File: config.mk
export PLATFORM = sky130hd
export DESIGN_NAME = sys_rst_gen
export DESIGN_NICKNAME = d
export VERILOG_FILES = /design/src/rtl/sys_rst_gen.sv
export SDC_FILE = /design/constraint.sdc
export NUM_CORES = 1
export LEC_CHECK = 0
export ABC_AREA = 0
export CAP_MARGIN = 10
export CORE_ASPECT_RATIO = 0.6
export CORE_UTILIZATION = 40
export DETAILED_ROUTE_END_ITERATION = 10
export PLACE_DENSITY_LB_ADDON = 0.3
export SETUP_SLACK_MARGIN = 0.2
export SLEW_MARGIN = 20
export SYNTH_ARGS = -nofsm -noshare
export SYNTH_HDL_FRONTEND = slang
export SYNTH_SLANG_ARGS = --single-unit
File: constraint.sdc
create_clock -name clk_sys_i -period 2.7 [get_ports clk_sys_i]
set_input_delay 0.675 -clock clk_sys_i [delete_from_list [all_inputs] [get_ports clk_sys_i]]
set_output_delay 0.675 -clock clk_sys_i [all_outputs]
set_load 0.03 [all_outputs]
File: src/rtl/sys_rst_gen.sv
// ---------------------------------------------------------------------------
// sys_rst_gen
//
// Board-level reset pulse generator. It takes the system WDT overtime flag
// and a software reset command written over the MM slave bus. A new trigger
// produces an active-low reset pulse of PW units. A hold-off window of
// HOLDOFF_UNITS units follows, during which further triggers are ignored.
// The cause of the last reset(s) and a saturating reset count are kept in a
// bus-readable status register.
//
// One unit is TICK_DIV cycles of clk_sys_i. The prescaler counts
// 0..TICK_DIV-1, and an 8-bit unit counter advances each time it wraps.
//
// Both outputs are registered from the current state. They therefore follow
// the state by one clock: a trigger sampled at edge N is visible on the pins
// at edge N+1. The pulse and busy widths still equal the number of cycles
// the FSM spends in each state.
// ---------------------------------------------------------------------------
module sys_rst_gen #(
    parameter int          MM_ADDR_WIDTH     = 8,
    parameter int          MM_DATA_WIDTH     = 16,
    parameter int unsigned REG_ADDR_RST_CTRL = 'h0E,
    parameter int unsigned REG_ADDR_RST_STAT = 'h10,
    parameter int          TICK_DIV          = 1000,
    parameter int          HOLDOFF_UNITS     = 4
) (
    input  logic                     clk_sys_i,
    input  logic                     rst_n_i,
    input  logic [MM_ADDR_WIDTH-1:0] mm_s_addr_i,
    input  logic [MM_DATA_WIDTH-1:0] mm_s_wdata_i,
    output logic [MM_DATA_WIDTH-1:0] mm_s_rdata_o,
    input  logic                     mm_s_we_i,
    input  logic                     wdt_ot_i,
    output logic                     sys_rst_n_o,
    output logic                     rst_busy_o
);

    // ------------------------------------------------------------------
    // Constants
    // ------------------------------------------------------------------
    localparam int PRESC_W = (TICK_DIV > 2) ? $clog2(TICK_DIV) : 1;

    localparam logic [PRESC_W-1:0]       PRESC_LAST = PRESC_W'(TICK_DIV - 1);
    localparam logic [7:0]               HOLD_LAST  = 8'(HOLDOFF_UNITS - 1);
    localparam logic [MM_ADDR_WIDTH-1:0] CTRL_ADDR  = MM_ADDR_WIDTH'(REG_ADDR_RST_CTRL);
    localparam logic [MM_ADDR_WIDTH-1:0] STAT_ADDR  = MM_ADDR_WIDTH'(REG_ADDR_RST_STAT);

    localparam logic [7:0] SOFT_RST_KEY = 8'hC3;
    localparam logic [7:0] PW_RESET     = 8'h10;

    localparam logic [1:0] ST_IDLE    = 2'd0;
    localparam logic [1:0] ST_ASSERT  = 2'd1;
    localparam logic [1:0] ST_HOLDOFF = 2'd2;

    // Index of each cause bit in the status register
    localparam int CAUSE_WDT  = 0;
    localparam int CAUSE_SOFT = 1;

    // ------------------------------------------------------------------
    // State
    // ------------------------------------------------------------------
    logic [1:0]         state_reg,   state_next;
    logic [PRESC_W-1:0] presc_reg,   presc_next;
    logic [7:0]         unit_reg,    unit_next;
    logic [7:0]         pw_lat_reg,  pw_lat_next;
    logic [7:0]         pw_reg,      pw_next;
    logic [1:0]         cause_reg,   cause_next;
    logic [7:0]         cnt_reg,     cnt_next;
    logic               ot_q_reg;
    logic               sys_rst_n_reg;
    logic               busy_reg;

    // ------------------------------------------------------------------
    // Bus decode and trigger detection
    // ------------------------------------------------------------------
    logic       ctrl_sel;
    logic       stat_sel;
    logic       ctrl_wr;
    logic       stat_wr;
    logic       soft_trig;
    logic       wdt_trig;
    logic       accept;
    logic       tick_wrap;
    logic [7:0] unit_last;
    logic [1:0] cause_set;
    logic [1:0] cause_clr;
    logic [7:0] cnt_base;

    assign ctrl_sel  = (mm_s_addr_i == CTRL_ADDR);
    assign stat_sel  = (mm_s_addr_i == STAT_ADDR);
    assign ctrl_wr   = mm_s_we_i & ctrl_sel;
    assign stat_wr   = mm_s_we_i & stat_sel;

    // Only the exact key requests a soft reset, so a stray CTRL write that
    // merely updates PW can never reset the board.
    assign soft_trig = ctrl_wr & (mm_s_wdata_i[15:8] == SOFT_RST_KEY);

    // Rising edge of the overtime flag. A flag held high fires only once.
    assign wdt_trig  = wdt_ot_i & ~ot_q_reg;

    // Triggers are honoured only in IDLE. Elsewhere they are discarded
    // rather than queued.
    assign accept    = (state_reg == ST_IDLE) & (wdt_trig | soft_trig);

    assign tick_wrap = (presc_reg == PRESC_LAST);

    // The terminal unit depends on the phase: the latched pulse width while
    // asserting, or the fixed hold-off length afterwards.
    assign unit_last = (state_reg == ST_ASSERT) ? (pw_lat_reg - 8'd1) : HOLD_LAST;

    // PW takes the value written this cycle. A combined "C3 + PW" write
    // therefore fires a pulse of the newly written width.
    assign pw_next   = ctrl_wr ? mm_s_wdata_i[7:0] : pw_reg;

    // ------------------------------------------------------------------
    // Cause bits: set on an accepted trigger, W1C from the bus, set wins
    // ------------------------------------------------------------------
    assign cause_set[CAUSE_WDT]  = accept & wdt_trig;
    assign cause_set[CAUSE_SOFT] = accept & soft_trig;

    generate
        for (genvar gi = 0; gi < 2; gi++) begin : g_cause
            assign cause_clr[gi]  = stat_wr & mm_s_wdata_i[gi];
            assign cause_next[gi] = cause_set[gi] | (cause_reg[gi] & ~cause_clr[gi]);
        end
    endgenerate

    // ------------------------------------------------------------------
    // Reset counter: clear first, then a saturating increment, so a clear
    // that coincides with a trigger leaves a count of one.
    // ------------------------------------------------------------------
    assign cnt_base = (stat_wr & mm_s_wdata_i[2]) ? 8'h00 : cnt_reg;

    // Next-count selection with saturation at 8'hFF
    always_comb begin
        cnt_next = cnt_base;
        if (accept && (cnt_base != 8'hFF)) begin
            cnt_next = cnt_base + 8'd1;
        end
    end

    // ------------------------------------------------------------------
    // FSM next state with the prescaler and unit counter that time it
    // ------------------------------------------------------------------
    always_comb begin
        state_next  = state_reg;
        presc_next  = presc_reg;
        unit_next   = unit_reg;
        pw_lat_next = pw_lat_reg;

        case (state_reg)
            ST_IDLE: begin
                if (accept) begin
                    state_next  = ST_ASSERT;
                    // A zero width would never terminate, so it means one unit
                    pw_lat_next = (pw_next == 8'h00) ? 8'h01 : pw_next;
                    presc_next  = '0;
                    unit_next   = 8'h00;
                end
            end

            ST_ASSERT, ST_HOLDOFF: begin
                if (tick_wrap) begin
                    presc_next = '0;
                    if (unit_reg == unit_last) begin
                        unit_next  = 8'h00;
                        state_next = (state_reg == ST_ASSERT) ? ST_HOLDOFF : ST_IDLE;
                    end else begin
                        unit_next = unit_reg + 8'd1;
                    end
                end else begin
                    presc_next = presc_reg + PRESC_W'(1);
                end
            end

            default: begin
                state_next = ST_IDLE;
                presc_next = '0;
                unit_next  = 8'h00;
            end
        endcase
    end

    // ------------------------------------------------------------------
    // Register update, with a synchronous active-low reset
    // ------------------------------------------------------------------
    always_ff @(posedge clk_sys_i) begin
        if (!rst_n_i) begin
            state_reg     <= ST_IDLE;
            presc_reg     <= '0;
            unit_reg      <= 8'h00;
            pw_lat_reg    <= 8'h01;
            pw_reg        <= PW_RESET;
            cause_reg     <= 2'b00;
            cnt_reg       <= 8'h00;
            ot_q_reg      <= 1'b0;
            sys_rst_n_reg <= 1'b1;
            busy_reg      <= 1'b0;
        end else begin
            state_reg     <= state_next;
            presc_reg     <= presc_next;
            unit_reg      <= unit_next;
            pw_lat_reg    <= pw_lat_next;
            pw_reg        <= pw_next;
            cause_reg     <= cause_next;
            cnt_reg       <= cnt_next;
            ot_q_reg      <= wdt_ot_i;
            sys_rst_n_reg <= (state_reg != ST_ASSERT);
            busy_reg      <= (state_reg != ST_IDLE);
        end
    end

    assign sys_rst_n_o = sys_rst_n_reg;
    assign rst_busy_o  = busy_reg;

    // ------------------------------------------------------------------
    // Read mux: combinational on address, forced to zero while in reset
    // ------------------------------------------------------------------
    always_comb begin
        mm_s_rdata_o = '0;
        if (rst_n_i) begin
            if (ctrl_sel) begin
                mm_s_rdata_o[7:0] = pw_reg;
            end else if (stat_sel) begin
                mm_s_rdata_o[1:0]  = cause_reg;
                mm_s_rdata_o[15:8] = cnt_reg;
            end
        end
    end

endmodule

; After elaboration in Yosys (flattened, before gate mapping)
; Cells that the tools add are included.
[word_totals]
latch_bits = 0
rom_bits = 0
ram_bits = 0
regBits = 49
word_cells = 75
mem_count = 0
[op_classes]
mux = 23
n_addsub = 4
multipliers = 0
reduce_logical = 8
bitwise = 18
n_eq_ne = 12
div = 0
n_shift = 0
magnitude_cmp = 0
[ops]
columns = op, count
row1 = two-way mux 8 bit, 10
row2 = two-way mux 10 bit, 2
row3 = one-hot mux 10 bit (2 select lines), 1
row4 = adder 8 x 1 -> 8 bit (second input constant), 2
row5 = two-way mux 16 bit, 1
row6 = one-hot mux 8 bit (2 select lines), 1
row7 = bitwise AND 1 bit, 12
row8 = two-way mux 2 bit, 6
row9 = adder 10 x 1 -> 10 bit (second input constant), 1
row10 = == test 10 bit (second input constant), 1
row11 = == test 8 x 4 -> 1 bit (second input constant), 1
row12 = == test 8 x 5 -> 1 bit (second input constant), 1
row13 = == test 8 bit, 1
row14 = == test 8 bit (second input constant), 1
row15 = logical NOT 8 bit, 1
row16 = inequality test 8 bit (second input constant), 1
row17 = subtractor 8 x 1 -> 8 bit (second input constant), 1
row18 = two-way mux 6 bit, 1
row19 = inequality test 2 bit (second input constant), 3
row20 = one-hot mux 2 bit (2 select lines), 1
row21 = AND reduction 2 bit, 2
row22 = NOT 1 bit, 3
row23 = OR 1 bit, 3
row24 = AND reduction 3 bit, 1
row25 = 7 further kinds, 7

; Depth between registers and ports, before layout
[logic_depth]
ltp_word = 7
mapped_depth = 10
ltp_nobuf = 10

; Least setup slack after synthesis
; Ideal clock, no wire load.
[synth_timing]
path_kind = input to register
startpoint = input port mm_s_addr_i[1]
endpoint = register cnt_reg[3]
required_time_ns = 2.583
arrival_ns = 2.492
path_slack_ns = 0.092
cell_stages = 10
cell_sequence = nor4b_1 nand4_1 and2_1 ha_1 nand4_1 nand3b_1 o211a_2 nand4_1 xor2_1 nor2_1
[synth_via]
elab_chain_cells = 7
word_cells_on_any_way = 13
[synth_lines]
columns = item, line_no
row1 = from (decl), 29  ; input logic [MM_ADDR_WIDTH-1:0] mm_s_addr_i,
row2 = branches (longest 6 deep; another with adder 8 x 1 -> 8 bit), --
row3 = two-way mux 8 bit *, 137  ; if (accept && (cnt_base != 8'hFF)) begin
row4 = to (signal assigned), 206  ; cnt_reg <= cnt_next;
row5 = to (decl), 68  ; logic [7:0] cnt_reg, cnt_next;
; Mark *: on every way between the ends.
; A chain may end at the register's enable or synchronous reset.

; Worst setup path in the final report
[layout_timing]
startpoint = input port mm_s_addr_i[5]
endpoint = output port mm_s_rdata_o[9]
[layout_via]
elab_chain_cells = 4
word_cells_on_any_way = 5
[layout_lines]
columns = item, line_no
row1 = == test 8 x 5 -> 1 bit, 90  ; assign stat_sel = (mm_s_addr_i == STAT_ADDR);
row2 = two-way mux 8 bit, 224  ; end else if (stat_sel) begin
row3 = two-way mux 8 bit *, 222  ; if (ctrl_sel) begin
row4 = two-way mux 16 bit *, 221  ; if (rst_n_i) begin
row5 = to (decl), 31  ; output logic [MM_DATA_WIDTH-1:0] mm_s_rdata_o,
; Mark *: on every way between the ends. The rest lies on a longest branch, timed or not.

==> metrics <==
status completed; Synth Net Count 354; total core area 6360 um^2; global-route wire length before repair 11,300 um; Final nets 429; Final ANT Viol Nets 0; max_slew headroom 69.0%; pwr dens 605 nW/um^2; Final min period 2.53 ns; total global-route track usage 20.2%; cts hold-fix bufs 0; I/O Buffers 45; Final Power 2300 uW; Post-synth ARST share 0%; Avg Inst Size Synth 8.56 um^2; die width 109 um; Initial Util 43.1%; share of cells above drive strength 1 25.0%; synth unique cells 58; worst slew pin tran 0.465 ns; Post-synth EDFFs 0; max reg flops 10; initial antenna violation count 0; vias 2,574; DP Area 3410 um^2; H-tree level count 2; Cells after DPL 462; Clock Skew 0.00454 ns; number of CTS-inserted buffers 5; Synth Warn # 0; gpl congestion 0.816; worst skew pair latency 0.29 ns; Final Hold Viols 0; worst reg2reg path endpoint state_reg[1]$_SDFFE_PN0P_; Initial DRT Pass Iterations 4; Setup crit start kind input port; sequential share of the synthesized area 35.8%; crit path DAT 1.85 ns; worst min path class reg2reg; clock buffer depth 2; period utilization 93.6%; n_diodes 0; Mapped Cells 320; CP Capture Type primary output; die area 7200 um^2; most common flop cell mapped by yosys dfxtp_1; CTS tree yes; Final Non-Filler Cells 480; number of global-route vias before repair 2,334; # IOs 46; pin count of the biggest net entering global routing 35; Cell Area, Synth 2740 um^2; clock root buffer clkbuf_16; dpl hpwl 4950 um; Avg Vias per Cell 5.36; Slew Viols, Final 0; HP Start state_reg[1]$_SDFFE_PN0P_; R2R Path Start pw_lat_reg[3]$_SDFFE_PN0P_; Static Leak 0.00155 uW; Req. time, crit path 2.03 ns; wire length per cell 14.7 um; CTS sink count 49; Final Instance Area 3790 um^2; Iteration-0 DRC Markers 132; Crit Path Category in2out; total gr overflow 0; flops & latches, synth 49; Max-cap violations 0; Worst Hold Depth 2; drt total wl 7040 um; worst-case reg-to-reg path depth 7; fmax 396 MHz; Final setup viols 0; peak supply drop 399 uV; hold worst-path end state_reg[1]$_SDFFE_PN0P_; std cell rows 22; clock-pin slew on the worst setup and hold paths 0.06 ns; CP max FO 8; Area growth syn-to-layout 38.5%; unrepaired setup endpoints after global routing yes; Worst R2R Setup Slack 0.29 ns; Die Ht 66.1 um; DRC 0
## synthesized netlist by cell type, types with 7 or more instances
master | instances | share of area (%)
xor2_1 | 11 | 3.5
nor2_1 | 16 | 2.2
mux2i_1 | 14 | 5.1
a21oi_1 | 7 | 1.3
nand3_1 | 8 | 1.5
nand2_1 | 34 | 4.7
and3_1 | 9 | 2.1
nand4_1 | 15 | 3.4
o21ai_1 | 10 | 1.8
inv_1 | 10 | 1.4
dfxtp_1 | 49 | 36
nor2b_1 | 14 | 3.2
and2_1 | 29 | 6.6
clkbuf_1 | 8 | 1.1
## final cells by class
type | count | area, um^2
fillers | 562 | 2560
multi-input cells | 251 | 1810
flip-flops and latches | 49 | 985
repair buffers | 78 | 702
clock buffers | 7 | 153
well taps | 84 | 105
inverters | 10 | 37.5
clock inverters | 1 | 5.00
## layout by cell type, fill, tap and decap left out, drive strengths merged, types with 4 or more instances in the layout
cell and n:
clkbuf 7, inv 10, a21boi 4, a21oi 7, nor2 16, nand2b 4
nor4 6, o21ai 16, and3 9, nand2 34, mux2i 14, nand4 15
xor2 11, nor3 6, ha 6, clkdlybuf4s50 16, a31oi 4, dlymetal6s2s 4
nand3 8, nor2b 14, and2 30, xnor2 7, or3 4, dfxtp 49
buf 55
## worst max-delay path by stage
stage,end,cells after the start,slack [ns],start
after floorplan,cnt_reg[3]$_SDFF_PN0_,10,0.21,mm_s_addr_i[0]
after global placement,cnt_reg[7]$_SDFF_PN0_,10,-0.25,mm_s_addr_i[0]
after detailed placement,cnt_reg[4]$_SDFF_PN0_,11,-0.37,mm_s_addr_i[1]
after CTS,mm_s_rdata_o[10],7,0.20,mm_s_addr_i[6]
after global routing,mm_s_rdata_o[10],7,0.13,mm_s_addr_i[5]
final,mm_s_rdata_o[9],7,0.17,mm_s_addr_i[5]
## power breakdown
part	total (uW)	internal (uW)	leakage, uW	switching, uW
Clock	662	393	0.0000799	269
Combinational	800	361	0.00108	439
Sequential	834	775	0.000398	59.6
Total	2300	1530	0.00155	768
## per-stage QoR
step | utilization (%) | TNS (ns) | hold WS [ns] | setup slack, ns
floorplan | - | 0 | 0.438 | 0.212
global placement | 53.7 | -5.38 | 0.449 | -0.249
detailed placement | 53.7 | -7.33 | 0.459 | -0.369
CTS | 57.4 | 0 | 0.468 | 0.205
global route | 59.7 | 0 | 0.507 | 0.127
finish | 59.7 | 0 | 0.469 | 0.172
## worst max-delay path: stages
cell	delay, ns
buf_6	0.10
nor4_4	0.31
buf_4	0.18
and3_4	0.19
buf_6	0.13
and2_4	0.15
buf_6	0.12
## per-layer routing
layer | up-vias | global-route usage [%] | wire length, um | share of wire (%)
met1 | 1211 | 29.5 | 3500 | 50
met2 | 64 | 29.7 | 3040 | 43
met4 | 0 | 4.90 | 59 | 0.84
met5 | - | 0 | 0 | 0
met3 | 7 | 4.73 | 439 | 6.2
li1 | 1292 | - | - | -
## logic make-up after synthesis
family | Yosys count | share of synthesized area [%]
AO/OA/AOI/OAI | 54 | 14.3
multiplexers | 14 | 5.11
adder cells (fa/ha/maj) | 6 | 2.74
XOR/XNOR | 19 | 6.85
buffers and inverters | 20 | 2.79
AND/OR/NAND/NOR | 158 | 32.4
flip-flops | 49 | 35.8
## repair_timing
item / CTS / global route
endpoints found under the setup margin: 28 / 39
pin swaps: 5 / 13
gates cloned: 0 / 0
buffers inserted: 2 / 8
gates resized for setup: 53 / 23
No activity file was read; power rests on OpenSTA's default activity.
